## src/rtl/riscv_muldiv_pkg.sv

```systemverilog
// rtl/riscv_muldiv_pkg.sv - op/state enums and operand-class helpers for the RV32M mul/div unit
package riscv_muldiv_pkg;

   typedef enum logic [2:0] {
      OP_MUL    = 3'b000,
      OP_MULH   = 3'b001,
      OP_MULHSU = 3'b010,
      OP_MULHU  = 3'b011,
      OP_DIV    = 3'b100,
      OP_DIVU   = 3'b101,
      OP_REM    = 3'b110,
      OP_REMU   = 3'b111
   } op_e;

   typedef enum logic [1:0] {
      IDLE,
      CALC,
      DONE
   } state_e;

   function automatic logic is_signed_a(op_e op);
      return op inside {OP_MUL, OP_MULH, OP_MULHSU, OP_DIV, OP_REM};
   endfunction

   function automatic logic is_signed_b(op_e op);
      return op inside {OP_MUL, OP_MULH, OP_DIV, OP_REM};
   endfunction

   function automatic logic is_div(op_e op);
      return op inside {OP_DIV, OP_DIVU, OP_REM, OP_REMU};
   endfunction

   function automatic logic is_rem(op_e op);
      return op inside {OP_REM, OP_REMU};
   endfunction

endpackage

```

## src/rtl/riscv_div_step.sv

```systemverilog
// rtl/riscv_div_step.sv - one combinational restoring-divide step on a {rem,quo} pair
module riscv_div_step #(
   parameter int DATA_W = 32
) (
   input  logic [DATA_W-1:0] rem_in,
   input  logic [DATA_W-1:0] quo_in,
   input  logic [DATA_W-1:0] divisor,
   output logic [DATA_W-1:0] rem_out,
   output logic [DATA_W-1:0] quo_out
);

   logic [DATA_W:0] shifted;
   logic [DATA_W:0] diff;
   logic            fits;

   // rem < divisor on entry, so a successful subtract always fits back into DATA_W bits
   always_comb begin
      shifted = {rem_in, quo_in[DATA_W-1]};
      diff    = shifted - {1'b0, divisor};
      fits    = ~diff[DATA_W];
      rem_out = fits ? diff[DATA_W-1:0] : shifted[DATA_W-1:0];
      quo_out = {quo_in[DATA_W-2:0], fits};
   end

endmodule

```

## src/rtl/riscv_muldiv.sv

```systemverilog
// rtl/riscv_muldiv.sv - iterative RV32M multiply/divide unit; RISCV_FAST_MUL_EN selects a single-cycle multiplier
module riscv_muldiv
   import riscv_muldiv_pkg::*;
#(
   parameter int DATA_W = 32
) (
   input  logic              clk,
   input  logic              reset,
   input  logic              start,
   input  logic              flush,
   input  logic [2:0]        funct3,
   input  logic [DATA_W-1:0] op_a,
   input  logic [DATA_W-1:0] op_b,
   output logic              busy,
   output logic              done,
   output logic [DATA_W-1:0] result
);

   localparam int CNT_W = $clog2(DATA_W);
   localparam logic [DATA_W-1:0] MIN_NEG = {1'b1, {(DATA_W-1){1'b0}}};

   state_e                  state_q, state_d;
   op_e                     op_q;
   logic [2*DATA_W-1:0]     acc_q;
   logic [DATA_W-1:0]       mcand_q;
   logic                    neg_lo_q, neg_hi_q, special_q;
   logic [CNT_W-1:0]        cnt_q;
   logic [DATA_W-1:0]       result_q;

   op_e                     op_in;
   logic                    a_neg, b_neg;
   logic [DATA_W-1:0]       a_mag, b_mag;
   logic                    div_zero, div_ovf, special_in, short_path;
   logic [DATA_W-1:0]       special_val;
   logic [2*DATA_W-1:0]     acc_init;
   logic [DATA_W-1:0]       mcand_init;

   assign op_in = op_e'(funct3);

   // Accept-time preparation: magnitudes, corner-case results and initial accumulator
   always_comb begin
      a_neg      = is_signed_a(op_in) && op_a[DATA_W-1];
      b_neg      = is_signed_b(op_in) && op_b[DATA_W-1];
      a_mag      = a_neg ? -op_a : op_a;
      b_mag      = b_neg ? -op_b : op_b;
      div_zero   = (op_b == '0);
      div_ovf    = (op_in == OP_DIV || op_in == OP_REM) && (op_a == MIN_NEG) && (op_b == '1);
      special_in = is_div(op_in) && (div_zero || div_ovf);
      if (div_zero)
         special_val = is_rem(op_in) ? op_a : '1;
      else
         special_val = is_rem(op_in) ? '0 : op_a;
      mcand_init = is_div(op_in) ? b_mag : a_mag;
      if (special_in)
         acc_init = {{DATA_W{1'b0}}, special_val};
      else if (is_div(op_in))
         acc_init = {{DATA_W{1'b0}}, a_mag};
      else
         acc_init = {{DATA_W{1'b0}}, b_mag};
`ifdef RISCV_FAST_MUL_EN
      short_path = special_in || !is_div(op_in);
      if (!is_div(op_in))
         acc_init = {{DATA_W{1'b0}}, a_mag} * {{DATA_W{1'b0}}, b_mag};
`else
      short_path = special_in;
`endif
   end

   logic [DATA_W:0]         mul_sum;
   logic [DATA_W-1:0]       div_rem, div_quo;
   logic [2*DATA_W-1:0]     acc_step;

   riscv_div_step #(.DATA_W(DATA_W)) u_div_step (
      .rem_in  (acc_q[2*DATA_W-1:DATA_W]),
      .quo_in  (acc_q[DATA_W-1:0]),
      .divisor (mcand_q),
      .rem_out (div_rem),
      .quo_out (div_quo)
   );

   // Multiplier sits in the low half and is consumed LSB-first while the product shifts in from the top
   always_comb begin
      mul_sum  = {1'b0, acc_q[2*DATA_W-1:DATA_W]} + (acc_q[0] ? {1'b0, mcand_q} : '0);
      acc_step = is_div(op_q) ? {div_rem, div_quo} : {mul_sum, acc_q[DATA_W-1:1]};
   end

   logic [2*DATA_W-1:0]     prod_fix;
   logic [DATA_W-1:0]       quo_fix, rem_fix, fixed;

   always_comb begin
      prod_fix = neg_lo_q ? -acc_q : acc_q;
      quo_fix  = neg_lo_q ? -acc_q[DATA_W-1:0] : acc_q[DATA_W-1:0];
      rem_fix  = neg_hi_q ? -acc_q[2*DATA_W-1:DATA_W] : acc_q[2*DATA_W-1:DATA_W];
      if (special_q)
         fixed = acc_q[DATA_W-1:0];
      else if (is_div(op_q))
         fixed = is_rem(op_q) ? rem_fix : quo_fix;
      else if (op_q == OP_MUL)
         fixed = prod_fix[DATA_W-1:0];
      else
         fixed = prod_fix[2*DATA_W-1:DATA_W];
   end

   always_comb begin
      state_d = state_q;
      case (state_q)
         IDLE:    if (start) state_d = short_path ? DONE : CALC;
         CALC:    if (cnt_q == CNT_W'(DATA_W-1)) state_d = DONE;
         DONE:    state_d = IDLE;
         default: state_d = IDLE;
      endcase
      if (flush)
         state_d = IDLE;
   end

   always_ff @(posedge clk) begin
      if (reset)
         state_q <= IDLE;
      else
         state_q <= state_d;
   end

   always_ff @(posedge clk) begin
      if (reset) begin
         op_q      <= OP_MUL;
         acc_q     <= '0;
         mcand_q   <= '0;
         neg_lo_q  <= 1'b0;
         neg_hi_q  <= 1'b0;
         special_q <= 1'b0;
         cnt_q     <= '0;
         result_q  <= '0;
      end else if (!flush) begin
         case (state_q)
            IDLE: begin
               if (start) begin
                  op_q      <= op_in;
                  acc_q     <= acc_init;
                  mcand_q   <= mcand_init;
                  neg_lo_q  <= a_neg ^ b_neg;
                  neg_hi_q  <= a_neg;
                  special_q <= special_in;
                  cnt_q     <= '0;
               end
            end
            CALC: begin
               acc_q <= acc_step;
               cnt_q <= cnt_q + CNT_W'(1);
            end
            DONE:    result_q <= fixed;
            default: ;
         endcase
      end
   end

   assign busy   = (state_q != IDLE);
   assign done   = (state_q == DONE) && !flush;
   assign result = done ? fixed : result_q;

endmodule

```

## config.mk

```make
export PLATFORM = sky130hd
export DESIGN_NAME = riscv_muldiv
export DESIGN_NICKNAME = d
export VERILOG_FILES = /design/src/rtl/riscv_muldiv_pkg.sv /design/src/rtl/riscv_div_step.sv /design/src/rtl/riscv_muldiv.sv
export SDC_FILE = /design/constraint.sdc
export NUM_CORES = 1
export LEC_CHECK = 0
export BUFFER_PORTS_ARGS = -buffer_cell sky130_fd_sc_hd__buf_2
export CORE_ASPECT_RATIO = 2
export CORE_MARGIN = 2
export CORE_UTILIZATION = 66
export CTS_CLUSTER_SIZE = 8
export DETAILED_ROUTE_END_ITERATION = 16
export PLACE_DENSITY = 0.95
export SKIP_LAST_GASP = 1
export SYNTH_ARGS = -nofsm -noshare
export SYNTH_HDL_FRONTEND = slang
export SYNTH_SLANG_ARGS = --single-unit
```

## constraint.sdc

```tcl
create_clock -name clk -period 7.4 [get_ports clk]
set_input_delay 0.74 -clock clk [delete_from_list [all_inputs] [get_ports clk]]
set_output_delay 0.74 -clock clk [all_outputs]
set_load 0.05 [all_outputs]
```

# Yosys cells after proc, flatten, opt, wreduce, memory -nomap -nowiden
# Cells that the tools add are included.
[totals]
ff_bits = 141
wordCells = 90
output_inout_bits = 34
input_bits = 71
[classes]
n_addsub = 8
bitwise_logic = 3
n_eq_ne = 17
reduce_logical = 26
n_mux = 27
[op_table]
columns = ["op", "n"]
rows = [
  ["32-bit 2-to-1 mux", 17],
  ["64-bit 2-to-1 mux", 3],
  ["32-bit negation", 4],
  ["64-bit one-hot mux with 2 select lines", 1],
  ["32-bit == test (second input constant)", 2],
  ["64-bit negation", 1],
  ["32-bit by 32-bit adder with 33-bit output", 1],
  ["33-bit by 32-bit subtractor with 33-bit output", 1],
  ["32-bit logical NOT", 1],
  ["3-bit == test (second input constant)", 8],
  ["4-bit nonzero test", 3],
  ["5-bit one-hot mux with 2 select lines", 1],
  ["2-bit nonzero test", 4],
  ["1-bit logical AND", 6],
  ["3-bit logical NOT", 2],
  ["2-bit 2-to-1 mux", 3],
  ["3-bit AND reduction", 2],
  ["5-bit by 1-bit adder with 5-bit output (second input constant)", 1],
  ["5-bit == test (second input constant)", 1],
  ["5-bit 2-to-1 mux", 1],
  ["5-bit nonzero test", 1],
  ["2-bit != test (second input constant)", 2],
  ["2-bit one-hot mux with 2 select lines", 1],
  ["2-bit AND reduction", 2],
  ["10 further kinds", 12],
]

# Longest topological paths before layout
[logic_depth]
word_depth = 9
depth_mapped = 14

# Cells and area by module
# From an unflattened synthesis, not the netlist that was laid out.
[unflattened]
hier_cells = 2236
hier_area_um2 = 16046.6
[by_module_without_submodules]
columns = ["mod", "area_each_um2", "instances", "cells_per_inst"]
rows = [
  ["riscv_muldiv", 13447.9, 1, 1899],
  ["riscv_div_step", 2598.7, 1, 337],
]

# Worst setup path before layout
# OpenSTA, ideal clock, no wires.
[synth_path]
kind = "reg2out"
startpoint = "reg acc_q[47]"
endpoint = "out result[22]"
required_ps = 6660
stages_incl_launch_ff = 10
path_slack_ps = 3078
path_buffers = 1
arrival_time_ps = 3582
path_cell_list = "dfxtp_1 buf_2 or4_1 or3_4 or4_1 a21oi_1 o2111ai_1 o311ai_1 a21oi_1 a211oi_1"
[synth_between]
elab_chain_len = 6
word_cells_on_any_way = 9
classes_between = "2 x add/sub; 7 x mux"
[synth_rtl]
columns = ["element", "line", "source"]
rows = [
  ["start, declared", "riscv_muldiv.sv:24", "logic [2*DATA_W-1:0] acc_q;"],
  ["start signal, assigned", "riscv_muldiv.sv:138", "acc_q <= acc_init;"],
  ["start signal, assigned", "riscv_muldiv.sv:147", "acc_q <= acc_step;"],
  ["64-bit negation / 32-bit negation (equally long branches)", "riscv_muldiv.sv:91, riscv_muldiv.sv:93", ""],
  ["64-bit 2-to-1 mux / 32-bit 2-to-1 mux (equally long branches)", "riscv_muldiv.sv:91, riscv_muldiv.sv:93", ""],
  ["32-bit 2-to-1 mux (on tied branches)", "riscv_muldiv.sv:98, riscv_muldiv.sv:97", ""],
  ["32-bit 2-to-1 mux *", "riscv_muldiv.sv:96", "else if (is_div(op_q))"],
  ["32-bit 2-to-1 mux *", "riscv_muldiv.sv:94", "if (special_q)"],
  ["32-bit 2-to-1 mux *", "riscv_muldiv.sv:158", "assign result = done ? fixed : result_q;"],
  ["end, declared", "riscv_muldiv.sv:16", "output logic [DATA_W-1:0] result"],
]
# Mark *: on every way between the ends. The rest lies on a longest branch, timed or not.

# Worst setup path after layout
[layout_path]
startpoint = "reg acc_q[0]"
endpoint = "out result[16]"
[layout_between]
elab_chain_len = 6
word_cells_on_any_way = 9
classes_between = "2 x add/sub; 7 x mux"
[layout_rtl]
columns = ["element", "line"]
rows = [
  ["64-bit negation / 32-bit negation (equally long branches)", "riscv_muldiv.sv:91, riscv_muldiv.sv:92"],
  ["64-bit 2-to-1 mux / 32-bit 2-to-1 mux (equally long branches)", "riscv_muldiv.sv:91, riscv_muldiv.sv:92"],
  ["32-bit 2-to-1 mux (on tied branches)", "riscv_muldiv.sv:98, riscv_muldiv.sv:97"],
  ["32-bit 2-to-1 mux *", "riscv_muldiv.sv:96"],
  ["32-bit 2-to-1 mux *", "riscv_muldiv.sv:94"],
  ["32-bit 2-to-1 mux *", "riscv_muldiv.sv:158"],
]
# Marked as above.

==> summary.txt <==
DR iter-0 viols - 1903
Status - finished clean
Crit. End Element - primary output
TNS Setup - 0 ps
Final period demand of the worst path - 5480 ps
FMAX - 0.183 GHz
Worst-case clock buffer depth - 2
Worst Hold Class - reg -> reg
Post-route ant nets - 0
Clock Skew - 9.66 ps
Residual DRC - 0
IO Port Bufs - 104
RSZ-0062 raised after global routing - no
Antenna cells - 0
Final wirelength - 56.6 mm
Drt via density - 7.16
Worst-Margin Slew - 1110 ps
CTS tree - built
Commonest cells after routing, fill and taps aside - nor2_1, nand2_1, a21oi_1, o21ai_0, dfxtp_1
Max_slew headroom - 25.9%
Period utilization - 74.0%
Critical Path RT - 6660 ps
# rows - 78
Worst reg2reg path depth - 12
Starting density of the core - 66.9%
VDD IR-drop max - 0.138 mV
Routing usage on met3 - 9.98%
Synth top area cells - dfxtp_1, a21oi_1, ha_1
Most common cell after layout, fill and taps aside - nor2_1
Post-Syn Instances - 2143
Worst EP arrival - 4740 ps
TritonCTS Buffers - 17
# hold bufs at CTS - 0
Clk root buf - clkbuf_16
CTS H-tree depth - 4
Via count - 17.4k
Post-synth net total - 2287
Library cells used by synthesis - 79
Die ar. - 24200 µm²
Worst Setup SP - acc_q[0]$_SDFFE_PP0P_
Leak - 6.71 nW
GR Overflow Total - 0
Max-Cap Viols - 0
Core area - 22600 µm²
TritonCTS Sinks - 141
HPWL Detailed - 41.8 mm
Vias in the first global route - 16.7k
Post-CTS Setup Bufs - 0
Syn_area_per_cell - 7.06 µm²
Die Ht - 218 µm
Final Hold Viols - 0
HP Start - mcand_q[17]$_SDFFE_PP0P_
Power Density - 152 nW/µm²
Cell Area, Placed - 15700 µm²
GPL Wtd Cong - 1.05
Synth area leader - dfxtp_1
Clock Pin Slew Worst Setup and Hold Paths - 70 ps
Crit Path Category - reg -> out
Worst hold margin - 468 ps
Initial antenna violation count - 1
I/O Pins - 105
Drt first pass iters - 6
GR Util met2 - 77.1%
GR Layer Usage met1 - 47.2%
FF-to-FF End - acc_q[60]$_SDFFE_PP0P_
Pin count of the biggest net entering global routing - 88
Synth Register Bits - 141
Synth Flop Type - dfxtp_1
Startpoint types - register
Layout Nets - 2282
Crit-path max FO - 34
Sequential-to-total area share from yosys stat - 18.6%
GRT Total Usage - 45.6%
CTS resizes - 0
Design area - 16300 µm²
First-pass GRT wire length - 88.0 mm
Gr busiest metal - met2
Layout cells sized above 1 - 10.0%
Die W - 111 µm
Synthesized cell area - 15100 µm²
Pins Over Slew Limit - 0
Hold Path Sink - mcand_q[17]$_SDFFE_PP0P_
Yosys warning total - 0
Finished Core Util - 71.9%
Final setup viols - 0
Synth top area share - 18.6%
Hold path depth - 2
Final Power - 2.48 mW
FILL cells - 1911
Clk_lat worst skew - 460 ps
Post-DR wirelength/cell - 23.3 µm
Area grow syn2layout - 7.50%
Reg2Reg Setup Slack - 2320 ps
Worst r2r src - acc_q[0]$_SDFFE_PP0P_
Post-synth ARST share - 0%
Post-synth EDFFs - 0
kinds of logic (layout without fill, tap and decap cells):
group / Yosys count / count (layout) / share of synthesized area, %
AOI/OAI and AO/OA: 717 / 717 / 30.3
buffers and inverters: 233 / 240 / 5.91
adders and majority gates: 73 / 73 / 6.13
DFF: 141 / 141 / 18.6
and+or+nand+nor: 714 / 714 / 22.9
muxes: 83 / 83 / 5.60
xor gates and xnor gates: 182 / 182 / 10.5
Yosys cell counts, drive strengths merged, types with 6 or more instances:
master,number
o211ai,25
nand3,36
buf,17
dfxtp,141
o221ai,20
nand2,201
ha,71
o41ai,11
nor2b,34
mux2,14
xor2,87
o31ai,48
a22oi,31
a31oi,37
nor3b,6
nor4,24
nand2b,24
nand3b,12
and3,16
or3,26
and2,10
xnor2,95
o21ai,180
or2,11
a21o,38
inv,72
a221oi,9
o22ai,13
nand4,21
clkbuf,143
o32ai,8
a211oi,34
mux2i,69
a221o,6
nor2,205
nor3,55
o21a,13
a311oi,7
a21oi,182
or4,21
a211o,6
where the power goes:
part	total (mW)	switching [mW]	internal (mW)
Combinational	0.706	0.448	0.258
Sequential	0.836	0.0494	0.787
Clock	0.936	0.392	0.545
cell type report:
type	count	area (µm²)	area share (%)
multi-input cells	1769	11400	70.3
flip-flops and latches	141	2830	17.4
repair buffers	136	763	4.69
clock buffers	18	439	2.70
well taps	280	350	2.15
inverters	73	274	1.68
clock inverters	13	175	1.08
worst max-delay path: stages, from the launching register on:
cell	delay [ps]
dfxtp_1	440
clkinv_1	900
ha_1	620
nand2b_1	200
nor4_1	110
nand4_1	510
o21ai_0	240
xor2_1	200
o221ai_1	180
a21oi_1	60
a311oi_1	460
buf_2	360
layer usage:
metal / share of wire (%) / up-vias / routed length (µm)
li1: - / 7817 / -
met2: 47 / 1204 / 26700
met4: 10 / 2 / 5860
met5: 0.019 / - / 11
met1: 33 / 7963 / 18800
met3: 9.3 / 402 / 5250
sequential cells by signal (all words and copies together) (netlist names):
register	flops
special_q	1
cnt_q	5
result_q	32
acc_q	64
state_q	2
neg_hi_q	1
op_q	3
neg_lo_q	1
mcand_q	32
how the worst max path moves through the flow:
stage / to
final: result[16]
after global routing: result[16]
after CTS: result[16]
after detailed placement: acc_q[60]$_SDFFE_PP0P_
after global placement: result[16]
after floorplan: result[22]
metrics by stage:
step	setup slack [ps]	instances
after global routing	1690	2430
after floorplan	3080	2143
after CTS	2110	2430
after detailed placement	2440	2399
after global placement	2620	2399
final	1920	2430
Power figures use the tool's default switching activity.
